===== src/rtl/ysyx_24100029_ctrl_pkg.sv =====
// Shared definitions for the ysyx_24100029 hazard / flush controller:
// fence.i sequencer states, parameter limits and a saturating increment.
package ysyx_24100029_ctrl_pkg;

   localparam int unsigned NfwdMin = 1;
   localparam int unsigned NfwdMax = 4;
   localparam int unsigned NregMin = 16;
   localparam int unsigned NregMax = 32;

   typedef enum logic [2:0] {
      StIdle,
      StDrain,
      StClr,
      StWait,
      StRedir
   } ctrl_state_e;

   function automatic logic [31:0] sat_inc(input logic [31:0] v);
      return (v == 32'hFFFF_FFFF) ? v : v + 32'd1;
   endfunction

endpackage


===== src/rtl/ysyx_24100029_fwd_sel.sv =====
// Operand bypass for one source register: youngest matching producer wins,
// and its pending flag is reported so the caller can stall on a load-use.
module ysyx_24100029_fwd_sel #(
   parameter int unsigned XLEN = 32,
   parameter int unsigned NFWD = 2,
   parameter int unsigned RW   = 5
) (
   input  logic [RW-1:0]        rs,
   input  logic [XLEN-1:0]      rf_value,
   input  logic [NFWD-1:0]      fwd_valid,
   input  logic [NFWD-1:0]      fwd_wen,
   input  logic [NFWD-1:0]      fwd_pending,
   input  logic [NFWD*RW-1:0]   fwd_rd,
   input  logic [NFWD*XLEN-1:0] fwd_value,
   output logic [XLEN-1:0]      operand,
   output logic                 pending
);

   logic found;

   // Scan from the youngest stage; the first hit blocks all older ones,
   // including when that hit is still pending.
   always_comb begin
      operand = rf_value;
      pending = 1'b0;
      found   = 1'b0;
      for (int i = 0; i < NFWD; i++) begin
         if (!found && rs != '0 && fwd_valid[i] && fwd_wen[i] &&
             fwd_rd[i*RW +: RW] == rs) begin
            found   = 1'b1;
            operand = fwd_value[i*XLEN +: XLEN];
            pending = fwd_pending[i];
         end
      end
   end

endmodule


===== src/rtl/ysyx_24100029_hazard_ctrl.sv =====
// Pipeline hazard controller: operand forwarding, load-use stall, redirect
// arbitration and the fence.i drain / icache-invalidate / refetch sequence.
module ysyx_24100029_hazard_ctrl
   import ysyx_24100029_ctrl_pkg::*;
#(
   parameter int unsigned XLEN = 32,
   parameter int unsigned NFWD = 2,
   parameter int unsigned NREG = 32,
   localparam int unsigned RW  = $clog2(NREG)
) (
   input  logic                 clk,
   input  logic                 rst,
   input  logic                 id_valid,
   input  logic [RW-1:0]        id_rs1,
   input  logic [RW-1:0]        id_rs2,
   input  logic [XLEN-1:0]      id_rs1_value,
   input  logic [XLEN-1:0]      id_rs2_value,
   input  logic [NFWD-1:0]      fwd_valid,
   input  logic [NFWD-1:0]      fwd_wen,
   input  logic [NFWD-1:0]      fwd_pending,
   input  logic [NFWD*RW-1:0]   fwd_rd,
   input  logic [NFWD*XLEN-1:0] fwd_value,
   input  logic                 ex_redirect,
   input  logic [XLEN-1:0]      ex_target,
   input  logic                 id_redirect,
   input  logic [XLEN-1:0]      id_target,
   input  logic                 fence_i,
   input  logic [XLEN-1:0]      ex_pc,
   input  logic                 lsu_idle,
   input  logic                 icache_done,
   output logic [XLEN-1:0]      rs1_fwd,
   output logic [XLEN-1:0]      rs2_fwd,
   output logic                 stall,
   output logic                 id_flush,
   output logic                 ex_flush,
   output logic                 redirect_valid,
   output logic [XLEN-1:0]      redirect_pc,
   output logic                 icache_clr,
   output logic [31:0]          stall_cnt,
   output logic [31:0]          flush_cnt
);

   if (NFWD < NfwdMin || NFWD > NfwdMax) begin : g_bad_nfwd
      $error("NFWD out of range");
   end
   if (NREG < NregMin || NREG > NregMax) begin : g_bad_nreg
      $error("NREG out of range");
   end

   logic rs1_pending, rs2_pending;

   ysyx_24100029_fwd_sel #(
      .XLEN (XLEN),
      .NFWD (NFWD),
      .RW   (RW)
   ) u_fwd_rs1 (
      .rs          (id_rs1),
      .rf_value    (id_rs1_value),
      .fwd_valid   (fwd_valid),
      .fwd_wen     (fwd_wen),
      .fwd_pending (fwd_pending),
      .fwd_rd      (fwd_rd),
      .fwd_value   (fwd_value),
      .operand     (rs1_fwd),
      .pending     (rs1_pending)
   );

   ysyx_24100029_fwd_sel #(
      .XLEN (XLEN),
      .NFWD (NFWD),
      .RW   (RW)
   ) u_fwd_rs2 (
      .rs          (id_rs2),
      .rf_value    (id_rs2_value),
      .fwd_valid   (fwd_valid),
      .fwd_wen     (fwd_wen),
      .fwd_pending (fwd_pending),
      .fwd_rd      (fwd_rd),
      .fwd_value   (fwd_value),
      .operand     (rs2_fwd),
      .pending     (rs2_pending)
   );

   ctrl_state_e     state_q;
   logic [XLEN-1:0] target_q;
   logic            done_q;
   logic            hold_q, drain_q, clr_q, redir_q;
   logic [31:0]     stall_cnt_q, flush_cnt_q;

   // Output flags are registered alongside the state and describe the state
   // being entered, so every FSM-driven output comes straight from a flop.
   always_ff @(posedge clk) begin
      if (rst) begin
         state_q  <= StIdle;
         target_q <= '0;
         done_q   <= 1'b0;
         hold_q   <= 1'b0;
         drain_q  <= 1'b0;
         clr_q    <= 1'b0;
         redir_q  <= 1'b0;
      end else begin
         hold_q  <= 1'b0;
         drain_q <= 1'b0;
         clr_q   <= 1'b0;
         redir_q <= 1'b0;
         unique case (state_q)
            StIdle: begin
               done_q <= 1'b0;
               if (fence_i && !ex_redirect) begin
                  state_q  <= StDrain;
                  target_q <= ex_pc + XLEN'(4);
                  hold_q   <= 1'b1;
                  drain_q  <= 1'b1;
               end
            end
            StDrain: begin
               hold_q <= 1'b1;
               if (lsu_idle) begin
                  state_q <= StClr;
                  clr_q   <= 1'b1;
               end else begin
                  drain_q <= 1'b1;
               end
            end
            StClr: begin
               // An invalidate that completes immediately is remembered here.
               state_q <= StWait;
               hold_q  <= 1'b1;
               done_q  <= icache_done;
            end
            StWait: begin
               if (icache_done || done_q) begin
                  state_q <= StRedir;
                  redir_q <= 1'b1;
                  done_q  <= 1'b0;
               end else begin
                  hold_q <= 1'b1;
               end
            end
            StRedir: state_q <= StIdle;
            default: state_q <= StIdle;
         endcase
      end
   end

   logic idle, ex_take, id_take;

   always_comb begin
      idle           = (state_q == StIdle);
      stall          = (id_valid && (rs1_pending || rs2_pending)) || hold_q;
      ex_take        = idle && ex_redirect;
      id_take        = idle && !ex_redirect && id_redirect && !stall;
      redirect_valid = ex_take || id_take || redir_q;
      redirect_pc    = redir_q ? target_q : (ex_take ? ex_target : id_target);
      id_flush       = ex_take || id_take || drain_q || redir_q;
      ex_flush       = ex_take || stall || redir_q;
      icache_clr     = clr_q;
   end

   always_ff @(posedge clk) begin
      if (rst) begin
         stall_cnt_q <= '0;
         flush_cnt_q <= '0;
      end else begin
         if (stall)          stall_cnt_q <= sat_inc(stall_cnt_q);
         if (redirect_valid) flush_cnt_q <= sat_inc(flush_cnt_q);
      end
   end

   assign stall_cnt = stall_cnt_q;
   assign flush_cnt = flush_cnt_q;

endmodule


===== config.mk =====
export PLATFORM = sky130hd
export DESIGN_NAME = ysyx_24100029_hazard_ctrl
export DESIGN_NICKNAME = d
export VERILOG_FILES = /design/src/rtl/ysyx_24100029_ctrl_pkg.sv /design/src/rtl/ysyx_24100029_fwd_sel.sv /design/src/rtl/ysyx_24100029_hazard_ctrl.sv
export SDC_FILE = /design/constraint.sdc
export NUM_CORES = 1
export LEC_CHECK = 0
export BUFFER_PORTS_ARGS = -buffer_cell sky130_fd_sc_hd__buf_2
export CAP_MARGIN = 20
export CORE_ASPECT_RATIO = 0.75
export CORE_UTILIZATION = 25
export DETAILED_ROUTE_END_ITERATION = 6
export PLACE_DENSITY = 0.59
export SYNTH_ARGS = -nofsm -noshare
export SYNTH_HDL_FRONTEND = slang
export SYNTH_SLANG_ARGS = --single-unit

===== constraint.sdc =====
create_clock -name clk -period 6.8 [get_ports clk]
set_input_delay 0.68 -clock clk [delete_from_list [all_inputs] [get_ports clk]]
set_output_delay 0.68 -clock clk [all_outputs]
set_load 0.02 [all_outputs]

==> impl_metrics.csv <==
group,metric,value,unit
pwr,totalPowerFinal,1.61,mW
synthesis,synthArstFlopShare,0,
pwr,combPwrFrac,0.247,
timing,slew_viol_final,0,
clock_tree,htree_levels,3,
finish,final_nets,1602,
synthesis,synthMuxAreaShare,0.147,
floorplan,rows,53,
timing,fin_crit,3.93,ns
global_route,antenna_found_initial,16,
synthesis,syn_nets,1225,
detailed_routing,drcViolationCount,0,
setup_path,cpPeakStageDelay,0.51,ns
pwr,p_per_area,159,mW/mm²
global_route,grt.total_usage,0.187,
timing,max_freq,254,MHz
floorplan,fp.dieH,150,µm
pwr,clkPwrFrac,0.353,
pwr,power.internal,1.08,mW
pwr,pwr-share-seq,0.401,
timing,rsz0062_at_grt,"no",
synthesis,synth_seq_cells,104,
synthesis,synthSimpleGateAreaFrac,0.257,
synthesis,synthAdderAreaFrac,0.00511,
synthesis,yosys.area.top_type,"dfxtp_1",
timing,fin_crit_sh,0.578,
clock_tree,path_clk_slew,0.08,ns
global_route,grt_overflow,0,
synthesis,synth.distinct_cells,50,
setup_path,required,6.12,ns
finish,stdcell_count,1738,
setup_path,cp-end-kind,"output port",
place,hpwl,24200,µm
detailed_routing,wirelength,30000,µm
clock_tree,worstSkewPairLatency,0.36,ns
detailed_routing,ant_nets,0,
timing,tightest_slew,1.04,ns
finish,area_growth,38.1,%
synthesis,yosys.area.top_type_share,0.284,
finish,layout-drive-gt1-share,0.345,
global_route,grt_pass1_vias,7547,
synthesis,yosysWarnings,0,
detailed_routing,wl_per_cell,17.2,µm
setup_path,startpoint_type,"primary input",
detailed_routing,vias,8619,
synthesis,syn_area_per_cell,7.61,µm²
synthesis,synth_top_flop_cell,"dfxtp_1",
synthesis,synth_compound_area_frac,0.186,
finish,design_area,0.0101,mm²
timing,clock_skew,0.0115,ns
synthesis,yosys-top-cells-count,"nand2_1, o21ai_0, dfxtp_1",
finish,nFillCells,3047,
pwr,p_sw,522,µW
floorplan,start_util,0.258,
clock_tree,ctsLongestPathBuffers,2,
global_route,grt_max_degree,71,
synthesis,synth_area,0.00734,mm²
synthesis,synth_edf_count,0,
timing,worst_slack,2.87,ns
place,dp_worst_setup_slack,2.68,ns
setup_path,path_cells,"buf_2 -> or4_1 -> nor2_1 -> nor4_4 -> buf_4 -> a22o_1 -> a211oi_4 -> buf_4 -> or3_1 -> buf_2",
place,place_inst,1715,
setup_path,path_max_fanout,33,
pwr,static-leakage-power,4.11,nW
place,place_congestion,0.915,
floorplan,die-area,0.0301,mm²
synthesis,syn_inst,964,
clock_tree,cts_tree,"yes",
finish,finalCoreUtilization,0.356,
clock_tree,post_cts_resized,0,
finish,multi_input_area,0.00502,mm²
floorplan,ioPinCount,423,
synthesis,synth_top_family_by_area,"simple AND/OR/NAND/NOR gates",
synthesis,yosysMostFrequentCell,"nand2_1",
place,placed_cell_area,0.00979,mm²
timing,hold_viol_final,0,
place,io_buffers,422,
setup_path,reg2reg_setup_slack,3.31,ns
run,cap_violations,0,
finish,regArea,0.00208,mm²
timing,tns,0,ns
setup_path,crit_type,"primary input to output port",
global_route,grt_pass1_wl,43200,µm
clock_tree,cts_buffers,9,
clock_tree,clock-root-buffer,"clkbuf_16",
timing,hold_slack,0.479,ns
timing,slew_headroom,0.308,
clock_tree,clock-sinks,104,
setup_path,arrival,3.25,ns
pwr,ir_drop,0.105,mV
setup_path,crit_path_top_delay_cell,"or4_1",
run_status,status,"finished, final reports clean",
clock_tree,ctsHoldBuffers,0,
detailed_routing,vias_per_cell,4.96,
detailed_routing,first_pass_iters,5,
detailed_routing,drtIter0Drc,398,
synthesis,synth_xor_area_frac,0.0835,
timing,setup_violations,0,
pwr,switching_share,0.325,
clock_tree,post_cts.repair.setup_buffers,0,
synthesis,ys_top_cells_by_area,"dfxtp_1, mux2i_1, o21ai_0",
synthesis,yosysSeqAreaShare,0.284,
floorplan,core,0.0284,mm²
floorplan,die_x,200,µm
hold_path,min-delay-path-class,"flip-flop to flip-flop",
-- routing by layer --
layer | global-route usage | up-vias | share of wire
met5 | 0 | - | 0.0022
met4 | 0.0676 | 10 | 0.030
met3 | 0.0491 | 54 | 0.067
met2 | 0.306 | 300 | 0.48
met1 | 0.235 | 3986 | 0.42
li1 | - | 4269 | -
-- sequential cells by signal, summed over array words and instances, names as in the netlist --
name / cells
done_q: 1
drain_q: 1
flush_cnt: 32
hold_q: 1
icache_clr: 1
redir_q: 1
stall_cnt: 32
state_q: 3
target_q: 32
-- critical path, delay by kind of cell --
kind                   cells  cell delay (ns)
buffers and inverters      4             0.90
and+or+nand+nor            4             1.06
AOI/OAI and AO/OA          2             0.58
-- power groups by stage --
stage | sequential [mW] | clock [mW] | combinational, mW
2_1_floorplan | 0.657 | 0 | 0.210
3_3_place_gp | 0.658 | 0 | 0.394
3_5_place_dp | 0.658 | 0 | 0.398
4_1_cts | 0.644 | 0.589 | 0.399
5_1_grt | 0.648 | 0.616 | 0.428
6_report | 0.644 | 0.567 | 0.396
-- cell type report --
cell class | instances | share of cell area
multi-input cells | 787 | 0.495
inverters | 9 | 0.00333
well taps | 385 | 0.0475
diodes | 7 | 0.00173
clock buffers | 9 | 0.0222
clock inverters | 7 | 0.00988
flip-flops and latches | 104 | 0.206
repair buffers | 430 | 0.215
-- cells by family (layout without fill, tap and decap cells) --
logic type	Yosys count	after routing
buffers and inverters	73	455
AND/OR/NAND/NOR	381	381
other	0	7
multiplexers	107	107
flip-flops	104	104
XOR/XNOR	70	70
adder cells (fa/ha/maj)	3	3
AO/OA/AOI/OAI	226	226
-- layout by cell type, fill, tap and decap left out, types with 11 or more instances in the layout --
cell type	n
dfxtp_1	103
and3_1	20
and4_1	11
or3_1	14
xor2_1	41
nand3_1	31
nor2_1	82
o31ai_1	14
or4_1	19
a21oi_1	32
o211ai_1	14
mux2i_1	102
buf_2	421
nand2_1	131
xnor2_1	29
a211oi_1	29
o21ai_0	111
nand4_1	21
-- worst paths after layout --
path	from	to	depth (start not counted)
max	id_rs1[1]	id_flush	10
min	done_q	done_q	2
max reg2reg	state_q[1]	flush_cnt[27]	8
min reg2reg	done_q	done_q	2
(Power assumes the default switching activity.)
